<file path="src/rtl/crc_ram_pkg.sv">
// Shared types and constants for the CRC RAM checker and the packet-side CRC logic.
package crc_ram_pkg;

    localparam int CRC_W = 16;

    localparam logic [CRC_W-1:0] CRC_POLY_DEFAULT = 16'h1021;
    localparam logic [CRC_W-1:0] CRC_INIT_DEFAULT = 16'hFFFF;

    typedef enum logic [2:0] {
        IDLE,
        READ,
        DRAIN,
        WB_HI,
        WB_LO,
        DONE
    } state_t;

endpackage

</file>
<file path="src/rtl/crc16_byte_update.sv">
// Combinational CRC-16 step over one byte, MSB first, no reflection.
module crc16_byte_update
    import crc_ram_pkg::*;
(
    input  logic [CRC_W-1:0] crc_i,
    input  logic [7:0]       data_i,
    input  logic [CRC_W-1:0] poly_i,
    output logic [CRC_W-1:0] crc_o
);

    logic [CRC_W-1:0] work;
    logic             feedback;

    always_comb begin
        work     = crc_i;
        feedback = 1'b0;
        for (int k = 7; k >= 0; k--) begin
            feedback = work[CRC_W-1] ^ data_i[k];
            work     = {work[CRC_W-2:0], 1'b0} ^ (feedback ? poly_i : '0);
        end
        crc_o = work;
    end

endmodule

</file>
<file path="config.mk">
export PLATFORM = sky130hd
export DESIGN_NAME = crc16_byte_update
export DESIGN_NICKNAME = d
export VERILOG_FILES = /design/src/rtl/crc_ram_pkg.sv /design/src/rtl/crc16_byte_update.sv
export SDC_FILE = /design/constraint.sdc
export NUM_CORES = 1
export LEC_CHECK = 0
export CAP_MARGIN = 20
export CORE_UTILIZATION = 49
export DETAILED_ROUTE_END_ITERATION = 16
export GPL_ROUTABILITY_DRIVEN = 0
export PLACE_DENSITY = 0.81
export SLEW_MARGIN = 20
export SYNTH_ARGS = -nofsm -noshare
export SYNTH_HDL_FRONTEND = slang
export SYNTH_SLANG_ARGS = --single-unit
</file>
<file path="constraint.sdc">
create_clock -name vclk -period 4.8
set_input_delay 0.96 -clock vclk [all_inputs]
set_output_delay 0.96 -clock vclk [all_outputs]
set_load 0.02 [all_outputs]
</file>
==> summary.txt <==
Place
  • DP Worst Slack: -1370 ps
  • Area after DPL: 3780 sq um
  • Input/output buffers: 56
  • DP HPWL: 6570 um

Layout
  • Sequential cell count: 0
  • Area growth from synthesis to layout: 72.0%
  • FILL cells: 249
  • Antenna cells: 0
  • Final net count: 537
  • Layout cells sized above 1: 0.440
  • FF/Latch Area: 0 sq um
  • Clock buffers: 0
  • Area taken by multi-input logic gates: 2970 sq um
  • Design area: 4490 sq um

Synthesis
  • Distinct cells, synth: 54
  • Avg Synthesized Cell Area: 7.17 sq um
  • Sequential share of the synthesized area: 0
  • Count leader, synth: nand2_1
  • Mapped Cells: 364
  • Top cells by area, synth: xnor2_1, nand2_1, xnor3_1
  • Leading area contributor after synthesis: xnor2_1
  • Ys Warns: 0
  • Syn_nets: 404
  • Mapped cell area: 2610 sq um
  • Yosys top cell area share: 0.201
  • Synth cell count leaders: nand2_1, xnor2_1, xor2_1

Floorplanning
  • Row count: 26
  • Die footprint: 5630 sq um
  • CORE AREA: 5110 sq um
  • Initial core utilization: 0.511
  • Chip width: 75 um
  • IO Count: 56
  • Die height: 75 um

STA
  • Slew headroom: 0.538
  • Final Cycle Share: 1.19
  • Fin Setup TNS: -12760 ps
  • Fin. max-slew vios: 0
  • Final setup fails: 16
  • Tmin final: 5690 ps
  • Fmax: 176 MHz
  • Worst Max-Slew Pin Slew: 689 ps
  • RSZ-0062 raised after global routing: true
  • Setup ws final: -889 ps
  • Final hold vios: 0
  • Fin Hold WS: 2740 ps

Power and ir drop
  • Final Total Pwr: 2870 uW
  • VDD IR max: 0.000674 V
  • Leakage Power: 0.00198 uW
  • PwrDens: 640 nW/um^2

CTS
  • # hold bufs at CTS: 0

Route
  • Drc violations: 0
  • Initial DRC count: 370
  • First-pass DRT Iterations: 8
  • Vias: 3668
  • Total routed wirelength: 13000 um
  • Routed vias/inst: 6.49
  • Post-route ant nets: 0
  • Wirelength per Cell: 23.0 um

Global routing
  • Global Route Usage Sum: 0.363
  • Remaining Overflow, GRT: 0
  • Antenna violations before repair: 0
  • Vias in the first global route: 3348
  • First-pass GRT wire length: 15600 um
  • Largest net degree at the start of global routing: 15

Worst hold path
  • Worst Hold Class: input port to output port

Worst setup path
  • CP Data Arrival Time: 4730 ps
  • Type of element capturing the critical path: output port
  • CP startpoint kind: input port
  • WP data required: 3840 ps
  • Setup Crit Path Kind: input port to output port
  • Crit path max fanout: 6

Outcome
  • Violated checks: negative setup slack
  • Status: complete, but fails checks

Run
  • Max-cap viol count: 0
-- cell usage in the layout, fill, tap and decap left out, types with 3 or more instances in the layout --
cell type        count
o2111ai_1            3
xnor3_2              3
buf_2                4
nor2_1               9
xnor2_1             50
xnor2_4              6
xnor2_2              6
nand3_1             12
o21ai_1              3
dlygate4sd2_1        6
o21ai_0              4
nand2_1             84
buf_12               3
a21oi_1              7
and3_1               4
buf_4               94
o211ai_1             6
a21boi_2             8
xor2_2              10
a21oi_2              6
buf_6               24
inv_1                3
nand3_2             13
o21a_1               3
nand2_2              6
mux2i_4              3
clkdlybuf4s50_1     28
xor2_1              18
a211o_1              3
a21o_1               4
xnor3_1             12
-- worst max-delay path: stages --
cell	delay, ps
buf_12	110
xnor2_4	180
buf_6	160
buf_4	140
o2111ai_1	170
o21ai_1	280
a21oi_2	330
buf_4	180
nand3_4	130
buf_6	170
a32o_1	270
a211oi_2	260
xor2_1	260
buf_4	190
buf_4	110
nand2_1	70
xor3_1	440
xnor2_2	150
buf_4	150
-- final timing paths --
| path | cells past startpoint | start | to |
|---|---|---|---|
| max | 19 | data_i[7] | crc_o[3] |
| min | 4 | poly_i[8] | crc_o[8] |
-- through the flow --
stage,instances,utilization
after global routing,565,0.879
after floorplan,364,-
after CTS,547,0.815
final,565,0.879
after global placement,532,0.740
after detailed placement,532,0.740
-- kinds of logic (layout without fill, tap and decap cells) --
logic type             after synthesis  after routing  share of synthesized area
buffers and inverters               35            166                     0.0565
XOR/XNOR                           108            108                      0.467
AND/OR/NAND/NOR                    149            149                      0.253
AO/OA/AOI/OAI                       68             68                      0.208
multiplexers                         4              4                     0.0153
-- area by class of cell --
class,count,area share
Inverter,6,0.00529
Multi-Input combinational cell,329,0.660
Tap cell,70,0.0195
Timing Repair Buffer,160,0.315
-- timing repair --
| item | 4_1_cts | 5_1_grt |
|---|---|---|
| endpoints found under the setup margin | 16 | 16 |
| pin swaps | 40 | 22 |
| cloned | 1 | 2 |
| buffers inserted | 15 | 16 |
| resized for setup | 180 | 47 |
-- layer usage --
layer / wire length [um] / part of all wire / GRT usage
met4: 1100 / 0.085 / 0.210
met5: 23 / 0.0018 / 0
met2: 6130 / 0.47 / 0.668
met3: 1620 / 0.12 / 0.0656
met1: 4100 / 0.32 / 0.388
-- report_power, final --
part           internal, uW  switching (uW)  total, uW  leakage [uW]
clock                     0               0          0             0
combinational          1440            1440       2870       0.00198
sequential                0               0          0             0
(Power assumes the default switching activity.)
